[config.mk]
export PLATFORM = sky130hd
export DESIGN_NAME = scr1_trace_encoder
export DESIGN_NICKNAME = d
export VERILOG_FILES = /design/src/rtl/scr1_trace_encoder.sv
export SDC_FILE = /design/constraint.sdc
export NUM_CORES = 1
export LEC_CHECK = 0
export ABC_CLOCK_PERIOD_IN_PS = 6100
export CAP_MARGIN = 20
export CORE_MARGIN = 1
export CORE_UTILIZATION = 35
export DETAILED_ROUTE_END_ITERATION = 12
export HOLD_SLACK_MARGIN = 0.12
export PLACE_DENSITY = 0.58
export RECOVER_POWER = 25
export REMOVE_ABC_BUFFERS = 1
export SYNTH_ARGS = -nofsm -noshare
export SYNTH_HDL_FRONTEND = slang
export SYNTH_SLANG_ARGS = --single-unit
[constraint.sdc]
create_clock -name clk -period 6.1 [get_ports clk]
set_clock_uncertainty 0.05 [all_clocks]
set_input_delay 0.915 -clock clk [delete_from_list [all_inputs] [get_ports clk]]
set_output_delay 0.915 -clock clk [all_outputs]
set_load 0.1 [all_outputs]
[src/rtl/scr1_trace_encoder.sv]
// Retire-trace encoder: packs PC/MPRF (and optionally CSR) updates into records, buffers them, streams bytes.
// Optional CSR capture is compiled in with `define SCR1_TRACE_CSR_EN.
`ifndef SCR1_XLEN
`define SCR1_XLEN 32
`endif
`ifndef SCR1_MPRF_ADDR_WIDTH
`define SCR1_MPRF_ADDR_WIDTH 5
`endif

module scr1_trace_encoder #(
  parameter int SCR1_TRACE_FIFO_DEPTH = 4
) (
  input  logic                             clk,
  input  logic                             rst_n,
  input  logic                             trace_en,
  input  logic                             update_pc_en,
  input  logic [`SCR1_XLEN-1:0]            update_pc,
  input  logic                             mprf_wr_en,
  input  logic [`SCR1_MPRF_ADDR_WIDTH-1:0] mprf_wr_addr,
  input  logic [`SCR1_XLEN-1:0]            mprf_wr_data,
`ifdef SCR1_TRACE_CSR_EN
  input  logic                             csr_wr_en,
  input  logic [11:0]                      csr_wr_addr,
  input  logic [`SCR1_XLEN-1:0]            csr_wr_data,
`endif
  output logic                             trc_valid,
  input  logic                             trc_ready,
  output logic [7:0]                       trc_data,
  output logic                             trc_idle
);

  localparam int DEPTH = SCR1_TRACE_FIFO_DEPTH;
  localparam int PTR_W = $clog2(DEPTH);
  localparam int CNT_W = PTR_W + 1;
  localparam int XLEN  = `SCR1_XLEN;
  localparam int AW    = `SCR1_MPRF_ADDR_WIDTH;

  typedef enum logic [2:0] {
    ST_IDLE,
    ST_HDR,
    ST_DROP,
    ST_PC,
    ST_RADDR,
    ST_RDATA
`ifdef SCR1_TRACE_CSR_EN
    , ST_CADDR,
    ST_CDATA
`endif
  } state_t;

  state_t           state, state_nxt, field_nxt;
  state_t           after_hdr, after_drop, after_pc, after_rdata;
  logic [1:0]       idx, idx_nxt;
  logic             field_last;
  logic [PTR_W-1:0] wr_ptr, rd_ptr;
  logic [CNT_W-1:0] count;
  logic [7:0]       drop_cnt;
  logic             ev_pc, ev_reg, push_req, push_ok, pop, full, drop;
  logic             head_pc, head_reg, head_csr, head_ovf;

  logic             mem_pc_v  [DEPTH];
  logic             mem_reg_v [DEPTH];
  logic             mem_ovf   [DEPTH];
  logic [7:0]       mem_drop  [DEPTH];
  logic [XLEN-1:0]  mem_pc    [DEPTH];
  logic [AW-1:0]    mem_raddr [DEPTH];
  logic [XLEN-1:0]  mem_rdata [DEPTH];

  assign ev_pc  = update_pc_en;
  assign ev_reg = mprf_wr_en & (mprf_wr_addr != '0);

`ifdef SCR1_TRACE_CSR_EN
  logic             ev_csr;
  logic             mem_csr_v [DEPTH];
  logic [11:0]      mem_caddr [DEPTH];
  logic [XLEN-1:0]  mem_cdata [DEPTH];

  assign ev_csr   = csr_wr_en;
  assign push_req = trace_en & (ev_pc | ev_reg | ev_csr);
  assign head_csr = mem_csr_v[rd_ptr];

  always_ff @(posedge clk) begin
    if (push_ok) begin
      mem_csr_v[wr_ptr] <= ev_csr;
      mem_caddr[wr_ptr] <= csr_wr_addr;
      mem_cdata[wr_ptr] <= csr_wr_data;
    end
  end
`else
  assign push_req = trace_en & (ev_pc | ev_reg);
  assign head_csr = 1'b0;
`endif

  // A pop on a full FIFO frees the slot the same cycle, so the push still lands.
  assign full    = (count == CNT_W'(DEPTH));
  assign push_ok = push_req & (~full | pop);
  assign drop    = push_req & full & ~pop;

  assign head_pc  = mem_pc_v[rd_ptr];
  assign head_reg = mem_reg_v[rd_ptr];
  assign head_ovf = mem_ovf[rd_ptr];

  always_ff @(posedge clk) begin
    if (push_ok) begin
      mem_pc_v[wr_ptr]  <= ev_pc;
      mem_reg_v[wr_ptr] <= ev_reg;
      mem_ovf[wr_ptr]   <= (drop_cnt != 8'd0);
      mem_drop[wr_ptr]  <= drop_cnt;
      mem_pc[wr_ptr]    <= update_pc;
      mem_raddr[wr_ptr] <= mprf_wr_addr;
      mem_rdata[wr_ptr] <= mprf_wr_data;
    end
  end

  always_ff @(posedge clk or negedge rst_n) begin
    if (!rst_n) begin
      wr_ptr   <= '0;
      rd_ptr   <= '0;
      count    <= '0;
      drop_cnt <= '0;
    end else begin
      if (push_ok) wr_ptr <= wr_ptr + PTR_W'(1);
      if (pop)     rd_ptr <= rd_ptr + PTR_W'(1);
      case ({push_ok, pop})
        2'b10:   count <= count + CNT_W'(1);
        2'b01:   count <= count - CNT_W'(1);
        default: count <= count;
      endcase
      if (push_ok)
        drop_cnt <= '0;
      else if (drop && drop_cnt != 8'hFF)
        drop_cnt <= drop_cnt + 8'd1;
    end
  end

  always_ff @(posedge clk or negedge rst_n) begin
    if (!rst_n) begin
      state <= ST_IDLE;
      idx   <= '0;
    end else begin
      state <= state_nxt;
      idx   <= idx_nxt;
    end
  end

  // Field successor chain for the head record; ST_IDLE here means "record done".
  always_comb begin
    after_rdata = ST_IDLE;
`ifdef SCR1_TRACE_CSR_EN
    if (head_csr) after_rdata = ST_CADDR;
`endif
    after_pc   = head_reg ? ST_RADDR : after_rdata;
    after_drop = head_pc  ? ST_PC    : after_pc;
    after_hdr  = head_ovf ? ST_DROP  : after_drop;
  end

  always_comb begin
    field_nxt  = ST_IDLE;
    field_last = 1'b0;
    case (state)
      ST_HDR:   begin field_nxt = after_hdr;   field_last = 1'b1;         end
      ST_DROP:  begin field_nxt = after_drop;  field_last = 1'b1;         end
      ST_PC:    begin field_nxt = after_pc;    field_last = (idx == 2'd3); end
      ST_RADDR: begin field_nxt = ST_RDATA;    field_last = 1'b1;         end
      ST_RDATA: begin field_nxt = after_rdata; field_last = (idx == 2'd3); end
`ifdef SCR1_TRACE_CSR_EN
      ST_CADDR: begin field_nxt = ST_CDATA;    field_last = (idx == 2'd1); end
      ST_CDATA: begin field_nxt = ST_IDLE;     field_last = (idx == 2'd3); end
`endif
      default:  begin field_nxt = ST_IDLE;     field_last = 1'b0;         end
    endcase
  end

  assign pop = (state != ST_IDLE) & trc_ready & field_last & (field_nxt == ST_IDLE);

  always_comb begin
    state_nxt = state;
    idx_nxt   = idx;
    if (state == ST_IDLE) begin
      if (count != '0 || push_ok) state_nxt = ST_HDR;
    end else if (trc_ready) begin
      if (field_last) begin
        idx_nxt = '0;
        if (field_nxt == ST_IDLE)
          state_nxt = (count > CNT_W'(1) || push_ok) ? ST_HDR : ST_IDLE;
        else
          state_nxt = field_nxt;
      end else begin
        idx_nxt = idx + 2'd1;
      end
    end
  end

  always_comb begin
    trc_data = 8'h00;
    case (state)
      ST_HDR:   trc_data = {head_ovf, 4'b0000, head_csr, head_reg, head_pc};
      ST_DROP:  trc_data = mem_drop[rd_ptr];
      ST_PC:    trc_data = mem_pc[rd_ptr][{idx, 3'b000} +: 8];
      ST_RADDR: trc_data = {{(8-AW){1'b0}}, mem_raddr[rd_ptr]};
      ST_RDATA: trc_data = mem_rdata[rd_ptr][{idx, 3'b000} +: 8];
`ifdef SCR1_TRACE_CSR_EN
      ST_CADDR: trc_data = idx[0] ? {4'b0000, mem_caddr[rd_ptr][11:8]} : mem_caddr[rd_ptr][7:0];
      ST_CDATA: trc_data = mem_cdata[rd_ptr][{idx, 3'b000} +: 8];
`endif
      default:  trc_data = 8'h00;
    endcase
  end

  assign trc_valid = (state != ST_IDLE);
  assign trc_idle  = (count == '0) & (state == ST_IDLE);

endmodule
Word-level counts from Yosys, hierarchy flattened
Memory sizes are Yosys's and may differ from the RTL's.
Index checks and enable logic that the tools add are counted.
- bits in writable memories: 320
- input port bits: 75
- register bits: 20
- output and inout bits: 10
- memories kept: 7
- word-level logic and storage cells: 83
- eq/ne operators: 11
- shift operators: 2
- bitwise operators: 14
- muxes and demuxes: 18
- $lt $le $gt $ge: 1
- $add $sub $neg: 6
- reduce and logical (&&, ||, !) cells: 18
- memory list (name ; words ; bits a word ; rd ports ; clocked after Yosys merged registers in ; wr ports ; line ; source):
    mem_pc ; 4 ; 32 ; 1 ; 0 ; 1 ; 65 ; logic [XLEN-1:0] mem_pc [DEPTH];
    mem_rdata ; 4 ; 32 ; 1 ; 0 ; 1 ; 67 ; logic [XLEN-1:0] mem_rdata [DEPTH];
    mem_drop ; 4 ; 8 ; 1 ; 0 ; 1 ; 64 ; logic [7:0] mem_drop [DEPTH];
    mem_raddr ; 4 ; 5 ; 1 ; 0 ; 1 ; 66 ; logic [AW-1:0] mem_raddr [DEPTH];
    mem_ovf ; 4 ; 1 ; 1 ; 0 ; 1 ; 63 ; logic mem_ovf [DEPTH];
    mem_pc_v ; 4 ; 1 ; 1 ; 0 ; 1 ; 61 ; logic mem_pc_v [DEPTH];
    +1 memories ; - ; - ; - ; - ; - ; - ;
- operator list (cell ; number):
    32-bit by 6-bit indexed part select with 8-bit output ; 2
    8-bit one-hot mux with 5 select lines ; 1
    3-bit 2-to-1 mux ; 8
    8-bit 2-to-1 mux ; 2
    3-bit one-hot mux with 4 select lines ; 1
    1-bit AND ; 9
    3-bit equality test, second input constant ; 3
    3-bit zero test ; 3
    8-bit by 1-bit adder with 8-bit output, second input constant ; 1
    8-bit != test, second input constant ; 1
    2-bit nonzero test ; 4
    8-bit nonzero test ; 1
    2-bit by 1-bit adder with 2-bit output, second input constant ; 3
    3-bit by 2-bit equality test with 1-bit output, second input constant ; 2
    3-bit one-hot mux with 2 select lines ; 1
    3-bit nonzero test ; 2
    5-bit nonzero test ; 1
    2-bit equality test, second input constant ; 2
    3-bit by 1-bit adder with 3-bit output, second input constant ; 1
    3-bit by 1-bit equality test with 1-bit output, second input constant ; 1
    3-bit by 1-bit > comparator with 1-bit output, second input constant ; 1
    1-bit 2-to-1 mux ; 3
    1-bit inverter ; 3
    3-bit AND reduction ; 1
    11 further kinds ; 13

Longest topological paths before layout
Gate-level depths: netlist (run 1).
An unclocked memory read counts as a cell.
- word-level depth: 15
- depth in mapped cells: 10

Least setup slack after synthesis (run 1)
OpenSTA, ideal clock, no wires.
- path kind: reg-to-reg
- start: register state[0]
- end: memory mem_drop[0][0] (enable)
- period minus slack after synthesis: 5.255 ns
- cell stages (with the launch flop): 10
- slack: 0.845 ns
- arrival: 4.757 ns
- setup time: 0.447 ns
- cells stage by stage: dfrtp_1 buf_2 or3_1 clkbuf_1 nand4_1 or3_1 buf_6 a31oi_4 buf_6 and2_1
- RTL lines (what ; line ; source):
    from (decl) ; 51 ; state_t state, state_nxt, field_nxt;
    from (signal assigned) ; 141 ; state <= state_nxt;
    3-bit nonzero test ; - ;
    named net trc_valid ; 26 ; output logic trc_valid,
    1-bit AND (3 in series) ; 174 ; assign pop = (state != ST_IDLE) & trc_ready & field_last & (field_nxt == ST_IDLE);
    1-bit bitwise OR ; 96 ; assign push_ok = push_req & (~full | pop);
    1-bit AND ; 96 ;
    1-bit 2-to-1 mux ; 104 ; if (push_ok) begin
    1-bit 2-to-1 mux (implied by the code) ; 108 ; mem_drop[wr_ptr] <= drop_cnt;
    to (decl) ; 64 ;
The timed path passes the listed nets, and every way through them passes these cells.

Worst setup path after layout (run 1)
- start: register rd_ptr[0]
- end: output port trc_data[7]
- word-level cells in the longest chain between the ends: 3
- ends and longest elaborated chain (what ; line ; source):
    from (decl) ; 55 ; logic [PTR_W-1:0] wr_ptr, rd_ptr;
    from (signal assigned) ; 123 ; if (pop) rd_ptr <= rd_ptr + PTR_W'(1);
    memory read 4 x 32 bit, on equally long branches ; - ;
    32-bit by 6-bit indexed part select with 8-bit output, on equally long branches ; 201, 199 ;
    8-bit one-hot mux with 5 select lines (*) ; 196 ; case (state)
    to (decl) ; 28 ; output logic [7:0] trc_data,
Every way passes the cells marked *; elsewhere a longest branch is shown, timed or not.

==> qor.yml, run 1 <==
outcome:
  status: "completed"
clock_network:
  numCtsBuffers: 37
  clk_latency_ns: 0.51
  cts.htree.levels: 2
  cts-resized-gates: 0
  clkSinkCount: 340
  post_cts_buffers: 0
  clockRootBuffer: "clkbuf_16"
  clk_transition_reported_paths_ns: 0.06
  cts_tree: "done"
  holdBufCountCts: 0
  cts.path.max_buffers: 3
grt:
  grt_max_degree: 75
  grt_pass1_wl_um: 42500
  grt_pass1_vias: 7042
  track_usage_pct: 14.5
  grt.overflow.total: 0
  antenna_found_initial: 2
detailed_routing:
  ant_nets: 0
  wire_per_inst_um: 21.3
  drt_iter0_markers: 432
  dr.pass1.iters: 4
  drc: 0
  viasPerCell: 4.95
  wirelength_um: 27600
  num_vias: 6415
cells_and_area:
  fin_cells: 1296
  final_layout_size_suffix_gt1_share_pct: 23.9
  final_area_um2: 16300
  n_fill_cell: 3314
  area_growth_pct: 20.5
  num-nets-final: 840
logic_synthesis:
  ys_types: 45
  async_reset_ff_share_pct: 5.88
  ys_seq_elements: 340
  synthFlopType: "edfxtp_1"
  ys_warn_count: 0
  synth_edf_count: 320
  synth_area_um2: 13600
  seq_area_frac_synth_pct: 74.5
  synth_cells: 641
  syn_avg_cell_area_um2: 21.2
floorplanning:
  num_rows: 71
  ios: 85
  fp.dieArea_um2: 39500
  die_w_um: 199
  coreArea_um2: 37900
  die_y_um: 199
  initial_core_util_pct: 35.8
pwr:
  power_leakage_nw: 5.37
  p_per_area_nw_per_um2: 488
  ir_drop_mv: 0.260
sta:
  setup_viol: 0
  rsz0062_at_grt: "no"
  slew_viol_final: 0
  max_slew_margin_pct: 35.0
  fmax_ghz: 0.191
  min_period_over_period_pct: 86.0
  period_needed_ns: 5.25
  hold_viol_final: 0
  worst_slew_pin_slew_ns: 0.973
worst_setup_path:
  rr_worst_depth: 8
  worst-r2r-setup-slack_ns: 1.53
  r2r-end: "mem_pc[2][11]"
  reg2reg_from: "rd_ptr[0]"
  crit_top_cell: "mux4_2"
  max_stage_delay_ns: 0.98
  crit_arrival_ns: 4.28
  critPathSlowestCell: "clkdlybuf4s50_1"
  cp_max_fo: 39
  startpoint_type: "register"
  criticalPathCategory: "reg -> out"
  required_ns: 5.13
  cp_cell_sequence: "buf_4, mux4_2, mux4_2, mux2i_1, a21o_1, nand2_1, clkdlybuf4s50_1"
  end_kind: "output pin"
placed_design:
  gp_congestion: 0.747
  placed_cell_area_um2: 15100
  portBuffers: 84
  dp.cells: 1225
  dp_hpwl_um: 17000
min_path:
  hold_depth: 1
  hp-class: "reg -> reg"
  hold_path_end: "count[0]"
  hp-start: "count[0]"
job:
  maxCapViolations: 0
cells in the mapped netlist (all sizes together) (2+ instances only):
master  number  share of area, %
nand2b       3              0.14
dfrtp       20               3.7
nand3        6              0.22
nand2       24              0.66
nor2        27              0.75
o221ai       3              0.19
ha          11               1.0
and2         4              0.18
nor3         7              0.26
a221oi       3              0.19
nand3b       2              0.11
nand4        2             0.092
xor2         6              0.39
and3         3              0.14
a211oi       2              0.11
xnor2        5              0.32
mux2i       15               1.1
mux2         4              0.33
inv         13              0.36
edfxtp     320                71
o21ai        8              0.32
buf         19              0.81
clkbuf      11              0.30
a21oi        6              0.22
a22oi        3              0.17
mux4        96                16
or3          5              0.23
critical path: cells and delay by family (launching register included):
family,cells,cell delay [ns]
buffers and inverters,2,1.32
muxes,3,1.30
AOI/OAI and AO/OA,1,0.13
DFF,1,0.93
and+or+nand+nor,1,0.06
layout by cell type, fill, tap and decap left out, types with 6 or more instances in the layout:
master,netlist,routed
a21oi_1,6,6
nand3_1,6,6
clkinv_2,0,8
nand2_1,24,24
o21ai_0,6,6
ha_1,11,11
xor2_1,6,6
dlygate4sd3_1,0,36
buf_4,0,18
clkinv_1,0,8
clkdlybuf4s50_1,0,44
clkbuf_16,0,39
nor3_1,7,7
inv_1,13,13
mux2i_1,15,15
mux4_2,95,95
dfrtp_1,20,18
edfxtp_1,320,320
nor2_1,27,27
layout make-up:
type,count,area [um^2],area share [%]
sequential,340,10100,61.9
multi-input combinational,258,3260,20.0
timing repair buffer,104,1050,6.43
clock buffer,44,995,6.09
tap,511,639,3.91
clock inverter,24,225,1.38
inverter,13,48.8,0.299
antenna,2,5.00,0.0306
metrics by stage:
stage / utilization [%] / setup slack (ns) / setup TNS, ns / total power [mW] / hold WS [ns]
2_1_floorplan: - / -1.38 / -446.78 / 5.15 / 0.448
3_3_place_gp: 39.8 / 1.31 / 0 / 5.85 / 0.474
3_5_place_dp: 39.8 / 1.30 / 0 / 5.87 / 0.485
4_1_cts: 43.0 / 0.739 / 0 / 8.11 / 0.494
5_1_grt: 43.1 / 0.603 / 0 / 8.35 / 0.541
6_report: 43.1 / 0.852 / 0 / 7.98 / 0.496
flip-flops by register name, indices dropped and copies added, names as in the netlist:
name	flops
mem_pc	128
mem_rdata	128
mem_drop	32
mem_raddr	20
drop_cnt	8
mem_ovf	4
mem_pc_v	4
mem_reg_v	4
count	3
state	3
idx	2
rd_ptr	2
wr_ptr	2
layer usage:
layer	part of all wire (%)	global-route usage, %	vias to the layer above	wire length (um)
li1	-	-	2884	-
met2	50	24.7	142	13800
met1	43	19.4	3348	12000
met5	0	0	-	0
met3	4.9	2.34	41	1370
met4	1.7	3.70	0	478
kinds of logic after synthesis:
logic type               after synthesis  synth area share [%]
adder cells (fa/ha/maj)               11                  1.01
flip-flops                           340                  74.5
AND/OR/NAND/NOR                       87                  2.99
buffers and inverters                 43                  1.48
XOR/XNOR                              11                 0.710
multiplexers                         115                  17.4
AO/OA/AOI/OAI                         34                  1.85
power by group:
part	internal (mW)	switching (mW)
Sequential	2.99	0.299
Combinational	1.10	1.38
Clock	1.34	0.874
Total	5.42	2.56
worst max path at each step:
stage,startpoint,cells after the start,endpoint
final,rd_ptr[0],7,trc_data[7]
after global routing,rd_ptr[0],7,trc_data[7]
after CTS,rd_ptr[0],7,trc_data[7]
after detailed placement,rd_ptr[0],7,trc_data[7]
after global placement,rd_ptr[0],6,trc_data[6]
after floorplan,rd_ptr[0],6,mem_drop[0][0]
Note: power is estimated with default switching activity, not from simulation.
==> run 2: changes to the inputs <==
ABC_CLOCK_PERIOD_IN_PS = 4500   (was 6100)
PLACE_DENSITY = 0.6   (was 0.58)
clock period = 4.5 ns   (was 6.1 ns; I/O delays follow)
==> qor.yml, run 2 (same netlist as run 1, synthesis figures left out) <==
cells_and_area:
  area_growth_pct: 21.4
  final_common_cell: "edfxtp_1"
  n_antenna_cell: 0
  fin_cells: 1295
  multi_input_area_um2: 3260
  final_layout_size_suffix_gt1_share_pct: 24.5
  reg_top3: "mem_pc (128), mem_rdata (128), mem_drop (32)"
  final_cell_mix: "edfxtp_1, mux4_2, clkdlybuf4s50_1"
  regArea_um2: 10100
  n_fill_cell: 3235
  num-nets-final: 844
  final_util_pct: 43.4
floorplanning:
  initial_core_util_pct: 35.8
  ios: 85
  die_w_um: 199
  num_rows: 71
  fp.dieArea_um2: 39500
  coreArea_um2: 37900
  die_y_um: 199
worst_setup_path:
  startpoint_type: "register"
  criticalPathCategory: "reg -> out"
  end_kind: "output pin"
  r2r-end: "mem_rdata[2][1]"
  required_ns: 3.77
  reg2reg_from: "rd_ptr[0]"
  crit_arrival_ns: 3.35
  cp_max_fo: 28
  worst-r2r-setup-slack_ns: 0.87
  rr_worst_depth: 7
sta:
  period_needed_ns: 4.07
  worst_slew_pin_slew_ns: 1.10
  fmax_ghz: 0.246
  setup_ws_ns: 0.427
  setup_viol: 0
  slew_viol_final: 0
  hold_viol_final: 0
  min_period_over_period_pct: 90.5
  max_slew_margin_pct: 26.4
  setup-tns-final_ns: 0
  rsz0062_at_grt: "no"
detailed_routing:
  wire_per_inst_um: 21.0
  drt_iter0_markers: 362
  num_vias: 6463
  dr.pass1.iters: 5
  drc: 0
  viasPerCell: 4.99
  wirelength_um: 27200
  ant_nets: 0
pwr:
  pwr-share-comb_pct: 34.3
  pwr-share-clk_pct: 26.9
  p_per_area_nw_per_um2: 666
  seqPwrFrac_pct: 38.8
  power_leakage_nw: 5.41
  swShare_pct: 31.6
  p_total_mw: 11.0
  switchingPower_mw: 3.46
  ir_drop_mv: 0.288
  intPower_mw: 7.50
clock_network:
  clockRootBuffer: "clkbuf_16"
  holdBufCountCts: 0
  numCtsBuffers: 36
  post_cts_buffers: 0
  cts_tree: "done"
  cts.path.max_buffers: 3
  clkSinkCount: 340
  clk_transition_reported_paths_ns: 0.06
  cts-resized-gates: 0
  cts.htree.levels: 2
  clk_latency_ns: 0.51
placed_design:
  gp_congestion: 0.816
  dp.cells: 1230
  dp_hpwl_um: 17400
  portBuffers: 84
  pre_cts_ws_ns: 0.752
job:
  maxCapViolations: 0
min_path:
  hp-class: "in -> async"
grt:
  grt_max_degree: 42
  track_usage_pct: 14.4
  grt_pass1_vias: 6914
  antenna_found_initial: 0
  grt_pass1_wl_um: 42200
  grt.overflow.total: 0
outcome:
  status: "completed"
-- run 2: changes by cell type in the layout (fill, tap and decap cells not counted), moves of 2 or more --
cell,previous run,this run
buf_12,5,17
buf_4,18,16
clkbuf_1,5,9
clkbuf_16,39,37
clkinv_1,8,5
clkinv_2,8,5
diode_2,2,0
dlygate4sd3_1,36,32
-- run 2: layout make-up --
class	count	area share [%]
Clock buffer	45	5.81
Clock inverter	19	1.38
Inverter	13	0.296
Multi-Input combinational cell	258	19.8
Sequential cell	340	61.4
Tap cell	511	3.88
Timing Repair Buffer	109	7.38
-- run 2: per-stage QoR --
stage / instance area, um^2 / hold slack, ns
finish: 16500 / 0.369
global route: 16500 / 0.377
CTS: 16500 / 0.495
detailed placement: 15300 / 0.486
global placement: 15300 / 0.467
floorplan: 13400 / 0.329
-- run 2: worst max-delay path by stage --
| stage | start | to | slack (ns) | cells past startpoint |
|---|---|---|---|---|
| 2_1_floorplan | rd_ptr[0] | mem_drop[0][0] | -2.98 | 6 |
| 3_3_place_gp | trc_ready | mem_pc[2][1] | 0.79 | 6 |
| 3_5_place_dp | trc_ready | mem_pc[2][9] | 0.75 | 6 |
| 4_1_cts | rd_ptr[0] | trc_data[0] | 0.30 | 6 |
| 5_1_grt | rd_ptr[0] | trc_data[0] | 0.22 | 6 |
| 6_report | rd_ptr[0] | trc_data[0] | 0.43 | 6 |
-- run 2: power groups by stage --
stage	logic (mW)	clock network, mW	registers [mW]
after floorplan	2.42	0	4.56
after global placement	3.84	0	4.30
after detailed placement	3.86	0	4.32
after CTS	3.87	3.02	4.26
after global routing	4.03	3.14	4.30
final	3.76	2.95	4.25
-- run 2: worst max-delay path, cell delays in order (launching register included) --
cell      delay [ns]
dfrtp_4         0.49
buf_4           0.51
mux4_2          0.59
mux4_2          0.48
mux2i_1         0.22
o221ai_1        0.27
buf_12          0.26
-- run 2: per-layer routing --
layer / part of all wire (%) / track usage [%]
met3: 4.0 / 1.95
met1: 44 / 19.7
met5: 0 / 0
met2: 50 / 24.2
met4: 1.9 / 3.96
